<file path="src/rtl/pmem_arbiter.sv">
// pmem_arbiter: shares one pmem line port between the I$ and D$ ports.
// Whole-line grants are held to pmem_resp, then one recovery cycle.
module pmem_arbiter #(
   parameter int unsigned s_line     = 256,
   parameter int unsigned s_addr     = 32,
   parameter bit          fixed_prio = 1'b0,
   parameter int unsigned timeout    = 1024
) (
   input  logic              clk,
   input  logic              reset_n,

   input  logic              i_pmem_read,
   input  logic              i_pmem_write,
   input  logic [s_addr-1:0] i_pmem_addr,
   input  logic [s_line-1:0] i_pmem_wdata,
   output logic [s_line-1:0] i_pmem_rdata,
   output logic              i_pmem_resp,

   input  logic              d_pmem_read,
   input  logic              d_pmem_write,
   input  logic [s_addr-1:0] d_pmem_addr,
   input  logic [s_line-1:0] d_pmem_wdata,
   output logic [s_line-1:0] d_pmem_rdata,
   output logic              d_pmem_resp,

   output logic              pmem_read,
   output logic              pmem_write,
   output logic [s_addr-1:0] pmem_addr,
   output logic [s_line-1:0] pmem_wdata,
   input  logic [s_line-1:0] pmem_rdata,
   input  logic              pmem_resp,

   output logic              busy,
   output logic              timeout_err
);

   localparam int unsigned CW = (timeout > 0) ?
                                $clog2(timeout + 1) : 1;
   localparam bit WDOG_ON = (timeout != 0);
   localparam logic [CW-1:0] TMAX = CW'(timeout);
   localparam logic [CW-1:0] TLAST =
      CW'((timeout == 0) ? 0 : timeout - 1);

   typedef enum logic [1:0] {
      IDLE,
      GRANT_I,
      GRANT_D,
      RECOVER
   } state_t;

   state_t          state_q, state_d;
   logic            last_d_q, last_d_d;
   logic [CW-1:0]   cnt_q;
   logic            err_q;
   logic            i_req, d_req;
   logic            tie, only_i, only_d;
   logic            grant_i, grant_d;
   logic            stall;

   assign i_req  = i_pmem_read | i_pmem_write;
   assign d_req  = d_pmem_read | d_pmem_write;
   assign tie    = i_req & d_req;
   assign only_i = i_req & ~d_req;
   assign only_d = d_req & ~i_req;

   assign grant_i = (state_q == GRANT_I);
   assign grant_d = (state_q == GRANT_D);
   assign busy    = grant_i | grant_d;
   assign stall   = busy & ~pmem_resp;

   always_ff @(posedge clk or negedge reset_n) begin
      if (!reset_n) begin
         state_q  <= IDLE;
         last_d_q <= 1'b0;
      end else begin
         state_q  <= state_d;
         last_d_q <= last_d_d;
      end
   end

   always_comb begin
      state_d  = state_q;
      last_d_d = last_d_q;
      unique case (state_q)
         IDLE: begin
            unique case (1'b1)
               tie:     state_d = (fixed_prio || !last_d_q) ?
                                  GRANT_D : GRANT_I;
               only_i:  state_d = GRANT_I;
               only_d:  state_d = GRANT_D;
               default: state_d = IDLE;
            endcase
         end
         GRANT_I: begin
            if (pmem_resp) begin
               state_d  = RECOVER;
               last_d_d = 1'b0;
            end
         end
         GRANT_D: begin
            if (pmem_resp) begin
               state_d  = RECOVER;
               last_d_d = 1'b1;
            end
         end
         RECOVER: state_d = IDLE;
         default: state_d = IDLE;
      endcase
   end

   always_comb begin
      pmem_read    = 1'b0;
      pmem_write   = 1'b0;
      pmem_addr    = '0;
      pmem_wdata   = '0;
      i_pmem_resp  = 1'b0;
      d_pmem_resp  = 1'b0;
      i_pmem_rdata = '0;
      d_pmem_rdata = '0;
      if (grant_i) begin
         pmem_read   = i_pmem_read;
         pmem_write  = i_pmem_write;
         pmem_addr   = i_pmem_addr;
         pmem_wdata  = i_pmem_wdata;
         i_pmem_resp = pmem_resp;
      end
      if (grant_d) begin
         pmem_read   = d_pmem_read;
         pmem_write  = d_pmem_write;
         pmem_addr   = d_pmem_addr;
         pmem_wdata  = d_pmem_wdata;
         d_pmem_resp = pmem_resp;
      end
      if (busy) begin
         i_pmem_rdata = pmem_rdata;
         d_pmem_rdata = pmem_rdata;
      end
   end

   // grants are only entered from IDLE, so clearing there is entry-clear
   always_ff @(posedge clk or negedge reset_n) begin
      if (!reset_n) begin
         cnt_q <= '0;
         err_q <= 1'b0;
      end else begin
         if (state_q == IDLE)
            cnt_q <= '0;
         else if (stall && cnt_q != TMAX)
            cnt_q <= cnt_q + CW'(1);
         if (WDOG_ON && stall && cnt_q == TLAST)
            err_q <= 1'b1;
      end
   end

   assign timeout_err = err_q;

endmodule
</file>
<file path="config.mk">
export PLATFORM = sky130hd
export DESIGN_NAME = pmem_arbiter
export DESIGN_NICKNAME = d
export VERILOG_FILES = /design/src/rtl/pmem_arbiter.sv
export SDC_FILE = /design/constraint.sdc
export NUM_CORES = 1
export LEC_CHECK = 0
export CAP_MARGIN = 20
export CORE_AREA = 2 2 632 634
export CTS_CLUSTER_SIZE = 8
export DETAILED_ROUTE_END_ITERATION = 16
export DIE_AREA = 0 0 634 636
export HOLD_SLACK_MARGIN = 0.02
export PLACE_DENSITY_LB_ADDON = 0.2
export SYNTH_ARGS = -nofsm -noshare
export SYNTH_HDL_FRONTEND = slang
export SYNTH_SLANG_ARGS = --single-unit
</file>
<file path="constraint.sdc">
create_clock -name clk -period 3.6 [get_ports clk]
set_input_delay 0.72 -clock clk [delete_from_list [all_inputs] [get_ports clk]]
set_output_delay 0.72 -clock clk [all_outputs]
set_load 0.01 [all_outputs]
</file>
* Word-level counts from Yosys, hierarchy flattened *
Index checks and enable logic that the tools add are counted.
W data, S select, Z words.

storage, ports and cells
  flip-flop bits (word level) = 15
  input bits = 839
  logic and storage cells = 50

cells by class
  add/sub/neg operators = 1
  eq/ne operators = 8
  muxes and demuxes = 20
  bitwise logic cells = 10
  reductions and logical operators = 7

operators with widths
  kind                     number
  $mux W256                3
  $mux W32                 2
  $mux W11                 2
  $pmux W2 S3              2
  $add A11 B1 Y11 const B  1
  $eq A11 B10 Y1 const B   1
  $ne A11 B11 Y1 const B   1
  $mux W1                  8
  $and A1 B1 Y1            4
  $eq A2 B2 Y1 const B     2
  $mux W2                  2
  $ne A2 B2 Y1 const B     2
  $reduce_bool A2 Y1       2
  $not A1 Y1               3
  $or A1 B1 Y1             3
  $reduce_and A3 Y1        1
  $eq A2 B1 Y1 const B     1
  $logic_and A1 B1 Y1      2
  $logic_not A2 Y1         1
  $ne A2 B1 Y1 const B     1
  $pmux W1 S2              1
  $reduce_or A2 Y1         1

* Logic depth before layout (Yosys ltp) *
  depth after elaboration = 6
  mapped depth = 8

* Least setup slack after synthesis *
OpenSTA, ideal clock, no wires.

  kind = reg2out
  start = register state_q[0]
  end = output port i_pmem_rdata[100]
  data arrival time = 1.728 ns
  path slack = 1.152 ns
  cell stages (with the launch flop) = 8
  path through = dfrtp_1 inv_1 ha_1 buf_4 clkbuf_1 clkbuf_1 and2_1 buf_4

on the way
  cells in the longest elaborated chain, start to end = 3
  elaborated cells between the ends (all ways) = 4
  those cells by class = eq/ne (2); mux (1); bitwise (1)

RTL lines
  what                                          line    source
  start, declared                               51      state_t state_q, state_d;
  start signal, assigned                        76      state_q <= state_d;
  $eq A2 B1 Y1 or $eq A2 B2 Y1 (tied branches)  66, 67
  $or A1 B1 Y1 *                                68      assign busy = grant_i | grant_d;
  named net busy                                33      output logic busy,
  $mux W256 *                                   --
  end, declared                                 16      output logic [s_line-1:0] i_pmem_rdata,

The timed path passes the listed nets; every way through them passes the cells marked *.

* Final worst setup path *
  start = register state_q[1]
  end = output port d_pmem_rdata[180]

on the way
  cells in the longest elaborated chain, start to end = 3
  elaborated cells between the ends (all ways) = 4
  those cells by class = eq/ne (2); mux (1); bitwise (1)

RTL lines
  what                                          line    source
  $eq A2 B1 Y1 or $eq A2 B2 Y1 (tied branches)  66, 67
  $or A1 B1 Y1 *                                68
  $mux W256 *                                   134     if (busy) begin
  end, declared                                 23      output logic [s_line-1:0] d_pmem_rdata,

Mark *: on every way between the ends. The rest lies on a longest branch, timed or not.

==> summary.md <==
| Metric | Value |
|---|---|
| Total gr overflow | 0 |
| DRT Wirelength | 355000 um |
| Core ar. | 0.397 mm2 |
| Worst-path cell chain | inv_1, ha_4, buf_12, and2_1, clkdlybuf4s50_1 |
| Setup Viol. Count Final | 0 |
| Hold path cells | 1 |
| Post-Synthesis Cells | 1002 |
| Global-route wire length before repair | 392000 um |
| CTS Buf Count | 3 |
| CP Launch Type | flop |
| Die Area | 0.403 mm2 |
| Register area share after synthesis | 0.0506 |
| Total power draw | 33.8 mW |
| Number of top-level pins | 1645 |
| Largest net degree at the start of global routing | 64 |
| Initial antenna violation count | 433 |
| Setup CP Type | reg -> out |
| Slew Limit Fails | 0 |
| TritonCTS clock tree | done |
| Post-CTS Hold Buffers | 0 |
| Max incr delay on CP | 0.65 ns |
| Max Fanout on Critical Path | 56 |
| CP Capture Type | primary output |
| Area of the mapped netlist | 0.00742 mm2 |
| Detailed-router iteration count before antenna repair | 5 |
| Clock root buffer | clkbuf_16 |
| Slew headroom | 0.517 |
| Mean area per synthesized cell | 7.40 um2 |
| Via/cell ratio | 2.11 |
| Share of cells above drive strength 1 | 0.206 |
| Layout area overhead | 329% |
| GPL Wtd Cong | 0.949 |
| Area of the multi-input gates | 0.00487 mm2 |
| PortBufs | 1644 |
| Power Dens Cells | 1060 mW/mm2 |
| R2r worst-path depth | 7 |
| Register area | 375 um2 |
| Synth unique cells | 32 |
| Slew @ Worst Pin | 0.723 ns |
| HP Class | reg -> reg |
| Die height | 636 um |
| Synthesized flop and latch total | 15 |
| Period utilisation layout | 0.996 |
| Final core occ | 0.0801 |
| Status | complete, no violations |
| Layout fillers | 46300 |
| Clock Skew | 0.00454 ns |
| Starting density of the core | 0.0187 |
| Final min period | 3.58 ns |
| Syn_nets | 1847 |
| Max cap viols | 0 |
| Row count | 232 |
| GRT Util Overall | 0.170 |
| Post-route ant nets | 0 |
| CP max stage cell | clkdlybuf4s50_1 |
| Clk Latency, worst-skew pair | 0.25 ns |
| Fmax | 0.279 GHz |
| RSZ-0062 raised after global routing | false |
| Peak supply drop | 532 uV |
| YS warnings | 0 |
| DRC violations left | 0 |
| Vias | 16200 |
| Clock Path Buffers | 2 |
| DRT iter0 DRCs | 1168 |
| Number of nets in the layout | 3202 |
| Pleak | 10.5 nW |
| Critical Path RT | 2.88 ns |
| Clock Pin Slew Worst Setup and Hold Paths | 0.05 ns |
| Die X-Extent | 634 um |
| Dpl hpwl | 339000 um |
| Final Hold Violating Endpoints | 0 |
| H-tree levels | 1 |
| WL per Instance | 46.2 um |
| # Post-CTS Setup Buffers | 0 |
| Clk sinks | 15 |
| Arr. time, crit path | 2.86 ns |
| Vias in the first global route | 15400 |
==> where the power goes <==
group / switching (mW) / internal (mW) / leakage [nW]
Sequential: 0.0375 / 0.198 / 0.202
Clock: 0.0706 / 0.150 / 0.0386
Combinational: 19.4 / 14.0 / 10.3
Total: 19.5 / 14.3 / 10.5
==> cells in the mapped netlist (all sizes together) <==
library cell	instances	share of area
and3b	1	0.0012
nor4	2	0.0017
a22oi	2	0.0020
or4	8	0.0086
a21boi	1	0.0010
o221a	1	0.0015
a22o	287	0.34
and2	258	0.22
buf	285	0.28
o211ai	1	0.0010
clkbuf	67	0.034
nor2b	5	0.0042
nand2	10	0.0051
o31ai	5	0.0051
o21ai	10	0.0067
nor4bb	1	0.0013
or3	2	0.0017
nor4b	2	0.0024
o22a	2	0.0024
ha	6	0.010
a21oi	7	0.0047
a21o	1	0.0010
nor2	1	0.00051
nand4b	1	0.0032
inv	8	0.0040
nand3	7	0.0054
nand4	4	0.0034
nand2b	2	0.0017
dfrtp	15	0.051
==> cell usage in the layout (no fill, tap or decap), types with 8 or more instances in the layout <==
cell type,netlist,final
inv_1,8,8
buf_4,257,125
dfrtp_1,15,15
nand2_1,10,10
clkdlybuf4s50_1,0,1262
o21ai_0,10,10
dlygate4sd2_1,0,17
diode_2,0,79
and2_2,0,26
buf_12,0,288
a22o_2,0,19
a22o_4,0,10
and2_1,258,231
a22o_1,287,258
==> worst max-delay path, delay by kind of cell, from the launching register on <==
kind | cells | cell delay, ns
adder cells (fa/ha/maj) | 1 | 0.46
buffers and inverters | 3 | 1.09
flip-flops | 1 | 0.46
AND/OR/NAND/NOR | 1 | 0.51
==> area by class of cell <==
cell class              instances  share of cell area
diodes                         79             0.00622
repair buffers               1702               0.618
multi-input cells             627               0.153
well taps                    5265               0.207
clock buffers                   4             0.00248
flip-flops and latches         15              0.0118
inverters                       8            0.000945
==> kinds of logic after synthesis <==
| family | Yosys count | synth area share |
|---|---|---|
| AOI/OAI and AO/OA | 317 | 0.364 |
| DFF | 15 | 0.0506 |
| buffers and inverters | 360 | 0.317 |
| adders and majority gates | 6 | 0.0101 |
| and+or+nand+nor | 304 | 0.258 |
==> flip-flops by register name, indices dropped and copies added (netlist names) <==
name         flops
cnt_q           11
state_q          2
timeout_err      1
last_d_q         1
==> path summary, 6_finish.rpt <==
| check | startpoint | to | slack [ns] |
|---|---|---|---|
| hold / removal | timeout_err$_DFFE_PN0P_ | timeout_err$_DFFE_PN0P_ | 0.47 |
| hold reg to reg | timeout_err$_DFFE_PN0P_ | timeout_err$_DFFE_PN0P_ | 0.47 |
| setup / recovery | state_q[1]$_DFFE_PN0N_ | d_pmem_rdata[180] | 0.02 |
| min in group asynchronous | reset_n | timeout_err$_DFFE_PN0P_ | 0.91 |
| max in group asynchronous | reset_n | cnt_q[7]$_DFFE_PN0P_ | 2.23 |
| setup reg to reg | state_q[1]$_DFFE_PN0N_ | cnt_q[5]$_DFFE_PN0P_ | 0.84 |
==> per-stage QoR <==
| stage | hold slack [ns] | instances | setup slack, ns | instance area (um2) | setup TNS, ns |
|---|---|---|---|---|---|
| 6_report | 0.469 | 7700 | 0.0161 | 31800 | 0 |
| 3_3_place_gp | 0.476 | 7616 | -0.333 | 31300 | -3.86 |
| 4_1_cts | 0.480 | 7621 | -0.0658 | 31600 | -0.0803 |
| 3_5_place_dp | 0.467 | 7616 | -0.231 | 31300 | -2.10 |
| 2_1_floorplan | 0.424 | 1002 | 1.15 | 7420 | 0 |
| 5_1_grt | 0.501 | 7636 | 0.000380 | 31600 | 0 |
==> layer usage <==
layer  up-vias  track usage  part of all wire
met4       254      0.00732             0.011
met2      1707        0.250              0.41
li1       6178            -                 -
met1      7435        0.179              0.36
met5         -            0            0.0048
met3       650        0.169              0.22
==> what timing repair did <==
item,4_1_cts,5_1_grt
cloned,1,0
hold endpoints to repair,0,0
endpoints found under the setup margin,85,10
gates resized for setup,86,10
(Power assumes the default switching activity.)
